`config.mk`:
```
export PLATFORM = sky130hd
export DESIGN_NAME = uart_receiver
export DESIGN_NICKNAME = d
export VERILOG_FILES = /design/src/rtl/uart_pkg.sv /design/src/rtl/uart_bit_timer.sv /design/src/rtl/uart_receiver.sv
export SDC_FILE = /design/constraint.sdc
export NUM_CORES = 1
export LEC_CHECK = 0
export ABC_AREA = 1
export CAP_MARGIN = 0
export CORE_MARGIN = 2
export CORE_UTILIZATION = 27
export DETAILED_ROUTE_END_ITERATION = 16
export PLACE_DENSITY = 0.45
export SKIP_CTS_REPAIR_TIMING = 1
export SLEW_MARGIN = 20
export SYNTH_ARGS = -nofsm -noshare
export SYNTH_HDL_FRONTEND = slang
export SYNTH_SLANG_ARGS = --single-unit
```
`constraint.sdc`:
```
create_clock -name clk -period 1.2 [get_ports clk]
set_input_delay 0.18 -clock clk [delete_from_list [all_inputs] [get_ports clk]]
set_output_delay 0.18 -clock clk [all_outputs]
set_load 0.01 [all_outputs]
```
`src/rtl/uart_pkg.sv`:
```
// uart_pkg: shared UART definitions (state encoding, bit-timing helpers, frame width).
// Used by the UART transmitter and receiver.
package uart_pkg;

  localparam int unsigned UART_DATA_BITS = 8;

  typedef enum logic [2:0] {
    IDLE,
    START,
    DATA,
    PARITY,
    STOP
  } uart_state_e;

  function automatic int unsigned calc_clks_per_bit(input int unsigned clk_hz,
                                                    input int unsigned baud);
    return clk_hz / baud;
  endfunction

  function automatic int unsigned calc_half_bit(input int unsigned clks_per_bit);
    return clks_per_bit / 2;
  endfunction

endpackage

```
`src/rtl/uart_bit_timer.sv`:
```
// uart_bit_timer: bit-period counter with synchronous clear; sample pulses at the
// programmable terminal count, after which the counter restarts from zero.
module uart_bit_timer
  import uart_pkg::*;
#(
  parameter int unsigned WIDTH = 4
) (
  input  logic             clk,
  input  logic             rst,
  input  logic             clear,
  input  logic [WIDTH-1:0] terminal,
  output logic             sample
);

  logic [WIDTH-1:0] count;

  assign sample = (count == terminal);

  always_ff @(posedge clk or posedge rst) begin
    if (rst) begin
      count <= '0;
    end else if (clear || sample) begin
      count <= '0;
    end else begin
      count <= count + 1'b1;
    end
  end

endmodule

```
`src/rtl/uart_receiver.sv`:
```
// uart_receiver: 8N1 UART receiver, LSB first, one-cycle valid/error strobes.
// Define UART_RX_PARITY_EN to insert a parity bit (sense chosen by PARITY_ODD).
module uart_receiver
  import uart_pkg::*;
#(
  parameter int unsigned NATIVE_CLK_FREQUENCY = 100000,
  parameter int unsigned BAUDRATE             = 9600,
  parameter int unsigned PARITY_ODD           = 0
) (
  input  logic                      clk,
  input  logic                      rst,
  input  logic                      rx,
  output logic [UART_DATA_BITS-1:0] data,
  output logic                      valid,
  output logic                      frame_error,
  output logic                      parity_error,
  output logic                      busy
);

  localparam int unsigned CLKS_PER_BIT = calc_clks_per_bit(NATIVE_CLK_FREQUENCY, BAUDRATE);
  localparam int unsigned HALF_BIT     = calc_half_bit(CLKS_PER_BIT);
  localparam int unsigned CNT_W        = $clog2(CLKS_PER_BIT);
  localparam int unsigned IDX_W        = $clog2(UART_DATA_BITS);
  localparam logic [CNT_W-1:0] TC_FULL  = CNT_W'(CLKS_PER_BIT - 1);
  localparam logic [CNT_W-1:0] TC_HALF  = CNT_W'(HALF_BIT - 1);
  localparam logic [IDX_W-1:0] IDX_LAST = IDX_W'(UART_DATA_BITS - 1);

  if (CLKS_PER_BIT < 4) begin : g_bad_rate
    $error("uart_receiver: CLKS_PER_BIT must be at least 4");
  end
  if (PARITY_ODD > 1) begin : g_bad_parity
    $error("uart_receiver: PARITY_ODD must be 0 or 1");
  end

  uart_state_e               state_q, state_d;
  logic                      rx_meta, rx_s, rx_prev;
  logic [1:0]                warm;
  logic                      armed, fall;
  logic [IDX_W-1:0]          index_q;
  logic [UART_DATA_BITS-1:0] shift_q;
  logic                      timer_clear, sample;
  logic [CNT_W-1:0]          terminal;
  logic                      shift_en, index_clr, valid_d, frame_d;

  // Edges only count once rx_s has shown a real high after reset, so a line
  // held low across reset release is not mistaken for a start bit.
  always_ff @(posedge clk or posedge rst) begin
    if (rst) begin
      rx_meta <= 1'b1;
      rx_s    <= 1'b1;
      rx_prev <= 1'b1;
      warm    <= '0;
      armed   <= 1'b0;
    end else begin
      rx_meta <= rx;
      rx_s    <= rx_meta;
      rx_prev <= rx_s;
      warm    <= {warm[0], 1'b1};
      armed   <= armed | (warm[1] & rx_s);
    end
  end

  assign fall = armed & rx_prev & ~rx_s;
  assign busy = (state_q != IDLE);

  uart_bit_timer #(
    .WIDTH(CNT_W)
  ) u_bit_timer (
    .clk      (clk),
    .rst      (rst),
    .clear    (timer_clear),
    .terminal (terminal),
    .sample   (sample)
  );

`ifdef UART_RX_PARITY_EN
  logic parity_bit_q, parity_en, parity_d, parity_bad;

  assign parity_bad = parity_bit_q != ((^shift_q) ^ (PARITY_ODD != 0));

  always_ff @(posedge clk or posedge rst) begin
    if (rst) begin
      parity_bit_q <= 1'b0;
      parity_error <= 1'b0;
    end else begin
      if (parity_en) parity_bit_q <= rx_s;
      parity_error <= parity_d;
    end
  end
`else
  assign parity_error = 1'b0;
`endif

  always_ff @(posedge clk or posedge rst) begin
    if (rst) state_q <= IDLE;
    else     state_q <= state_d;
  end

  always_comb begin
    state_d     = state_q;
    timer_clear = 1'b0;
    terminal    = TC_FULL;
    shift_en    = 1'b0;
    index_clr   = 1'b0;
    valid_d     = 1'b0;
    frame_d     = 1'b0;
`ifdef UART_RX_PARITY_EN
    parity_en   = 1'b0;
    parity_d    = 1'b0;
`endif
    case (state_q)
      IDLE: begin
        timer_clear = 1'b1;
        if (fall) state_d = START;
      end
      START: begin
        terminal = TC_HALF;
        if (sample) begin
          if (rx_s) begin
            state_d = IDLE;
          end else begin
            index_clr = 1'b1;
            state_d   = DATA;
          end
        end
      end
      DATA: begin
        if (sample) begin
          shift_en = 1'b1;
          if (index_q == IDX_LAST) begin
`ifdef UART_RX_PARITY_EN
            state_d = PARITY;
`else
            state_d = STOP;
`endif
          end
        end
      end
`ifdef UART_RX_PARITY_EN
      PARITY: begin
        if (sample) begin
          parity_en = 1'b1;
          state_d   = STOP;
        end
      end
`endif
      STOP: begin
        if (sample) begin
          state_d = IDLE;
          if (!rx_s) frame_d = 1'b1;
`ifdef UART_RX_PARITY_EN
          else if (parity_bad) parity_d = 1'b1;
`endif
          else valid_d = 1'b1;
        end
      end
      default: state_d = IDLE;
    endcase
  end

  always_ff @(posedge clk or posedge rst) begin
    if (rst) begin
      index_q     <= '0;
      shift_q     <= '0;
      data        <= '0;
      valid       <= 1'b0;
      frame_error <= 1'b0;
    end else begin
      if (index_clr) begin
        index_q <= '0;
      end else if (shift_en) begin
        shift_q[index_q] <= rx_s;
        index_q          <= index_q + 1'b1;
      end
      valid       <= valid_d;
      frame_error <= frame_d;
      if (valid_d) data <= shift_q;
    end
  end

endmodule
```
==> results.toml <==
[placed_design]
dpl.cell_count = 287
numPortBuffers = 13
dp_hpwl_um = 2260
place_congestion = 0.835

[sta]
layout_min_cycle_time_ps = 1430
setup_violations = 29
drv_slew = 0
rsz0062_at_grt = "true"
whs_ps = 254
finClkSkew_ps = 7.54
finalHoldViolCount = 0
finalCritPeriodShare = 1.20
fin_ws_ps = -235
fin_tns_setup_ps = -5390
clock.fmax_mhz = 697

[setup_path]
end_kind = "flip-flop"
cp_max_fo = 8
path_class = "flip-flop to flip-flop"
crit_chain = "inv_2, nand3_2, nand2_2, nand3_4, nor2_8, buf_4, nand3_2, nand2_1"
critPathLaunchType = "flip-flop"
reg2reg_depth = 8
cpMaxStageDelayCell = "dfrtp_1"
worstPathRequired_ps = 1420
crit_family = "simple AND/OR/NAND/NOR gates"
worstReg2RegStart = "state_q[2]$_DFFE_PP0P_"
critical_path.most_common_cell = "nand3_2"
cp_num_buf_inv = 2
worstPathArrival_ps = 1660
critical-path-max-stage-delay_ps = 430
rrSetupSlack_ps = -230
r2r_end = "shift_q[2]$_DFFE_PP0P_"

[clock_tree]
tritoncts = "yes"
clkSinkCount = 34
cts_root_buf = "clkbuf_8"
clk_latency_ps = 280
clk_pin_slew_ps = 70
cts_htree_levels = 2
clock_path_buffers = 2
cts_made_buffers = 5

[run]
maxCapViolations = 0

[layout]
syn_to_final_growth_pct = 40.1
antenna_cells = 0
nets = 236
layout-drive-gt1-share = 0.312
final_cells = 303

[global_routing]
grt.overflow.total = 0
busiest_layer = "met2"
grt_usage = 0.117
grt_pass1_vias = 1275
antenna_found_initial = 0
grt_pass1_wl_um = 5720
grtUsageMet1 = 0.147
grt_use_met2 = 0.182
grt_max_degree = 35
grtUsageMet3 = 0.0300

[pwr]
ir_worst_vdd_mv = 0.575
leakage_nw = 1.30
power.density_nw_per_um2 = 1680
finalPower_mw = 3.74

[logic_synthesis]
synthesis.area_um2 = 1590
synth_cell_types = 24
synth_fp_nets = 186
ys_warn_count = 0
yosysSeqAreaShare = 0.537
avgSynthCellArea_um2 = 8.85
syn_inst = 180
synth_seq_cells = 34

[die]
dieArea_um2 = 6530
fp.dieW_um = 80.8
initial_core_util = 0.284
die_y_um = 80.8
std_cell_rows = 27
core_area_um2 = 5610
io_pins = 15

[outcome]
outcome = "finished, violations left"
violations = "setup timing"

[detailed_routing]
drt-pass1-iter-count = 4
drc = 0
drt_wl_total_um = 3490
vias = 1297
antenna_left = 0
wl_per_cell_um = 11.5
via_per_inst = 4.28
drtIter0Drc = 35

[min_path]
hold_path_class = "input port to asynchronous set/reset pin"
## worst max path at each step
| stage | from | end | cells after the start |
|---|---|---|---|
| after floorplan | state_q[2]$_DFFE_PP0P_ | shift_q[0]$_DFFE_PP0P_ | 8 |
| after global placement | state_q[0]$_DFFE_PP0P_ | shift_q[2]$_DFFE_PP0P_ | 6 |
| after detailed placement | state_q[0]$_DFFE_PP0P_ | shift_q[6]$_DFFE_PP0P_ | 6 |
| after CTS | state_q[0]$_DFFE_PP0P_ | busy | 3 |
| after global routing | state_q[2]$_DFFE_PP0P_ | shift_q[6]$_DFFE_PP0P_ | 8 |
| final | state_q[2]$_DFFE_PP0P_ | shift_q[2]$_DFFE_PP0P_ | 8 |
## per-stage QoR
stage / area (um2) / util / setup slack (ps)
CTS: 2080 / 0.371 / -557
floorplan: 1610 / - / -102
detailed placement: 1990 / 0.355 / -242
global route: 2230 / 0.398 / -310
global placement: 1990 / 0.355 / -227
finish: 2230 / 0.398 / -235
## worst min-delay path: cells and delay by family
family | cells | cell delay [ps]
buffers and inverters | 3 | 720
## cell usage after synthesis, drive strengths merged
library cell | instances | area (um2)
nor2 | 16 | 78.8
ha | 3 | 37.5
nand3b | 1 | 7.51
xor2 | 1 | 8.76
nand3 | 16 | 128
dfrtp | 31 | 776
nand4 | 6 | 37.5
inv | 18 | 70.1
nand2 | 75 | 299
conb | 2 | 7.51
xnor2 | 1 | 8.76
o21ai | 2 | 10.0
nor3 | 2 | 10.0
dfstp | 3 | 78.8
buf | 3 | 35.0
## layer usage
| layer | up-vias | wire length, um |
|---|---|---|
| met1 | 607 | 1670 |
| met3 | 6 | 136 |
| met4 | 0 | 90 |
| li1 | 658 | - |
| met5 | - | 0 |
| met2 | 26 | 1580 |
## sequential cells by signal, indices dropped and copies added (netlist names)
name	flops
data	8
shift_q	8
u_bit_timer.count	4
index_q	3
state_q	3
warm	2
armed	1
frame_error	1
rx_meta	1
rx_prev	1
rx_s	1
valid	1
## where the power goes
part / switching [mW] / internal [mW] / leakage, nW
clock network: 0.412 / 0.463 / 0.0482
logic: 0.826 / 0.685 / 0.796
registers: 0.0887 / 1.26 / 0.451
## cells by family after synthesis
kind of cell,count (synthesis),synth area share
AO/OA/AOI/OAI,2,0.00628
XOR/XNOR,2,0.0110
other,2,0.00472
AND/OR/NAND/NOR,116,0.352
buffers and inverters,21,0.0660
adder cells (fa/ha/maj),3,0.0236
flip-flops,34,0.537
## layout by cell type, fill, tap and decap left out, types with 3 or more instances in the layout
cell type       Yosys  routed
nand2_2             1       4
nand2_1            72      69
nor2_4              0       3
nor2_1             14      11
inv_1              14      14
buf_6               0       4
dfrtp_1            31      31
buf_4               2      26
nand3_2             7       9
dfstp_2             3       3
dlymetal6s2s_1      0      10
nand3_1             8       6
nand4_1             6       6
clkbuf_8            0       6
## layout make-up
cell class / instances / area (um2)
fill: 591 / 3380
tap: 72 / 90.1
inverter: 18 / 75.1
clock buffer: 7 / 86.3
sequential: 34 / 855
clock inverter: 1 / 5.00
timing repair buffer: 44 / 410
multi-input combinational: 127 / 709
(Power assumes the default switching activity.)
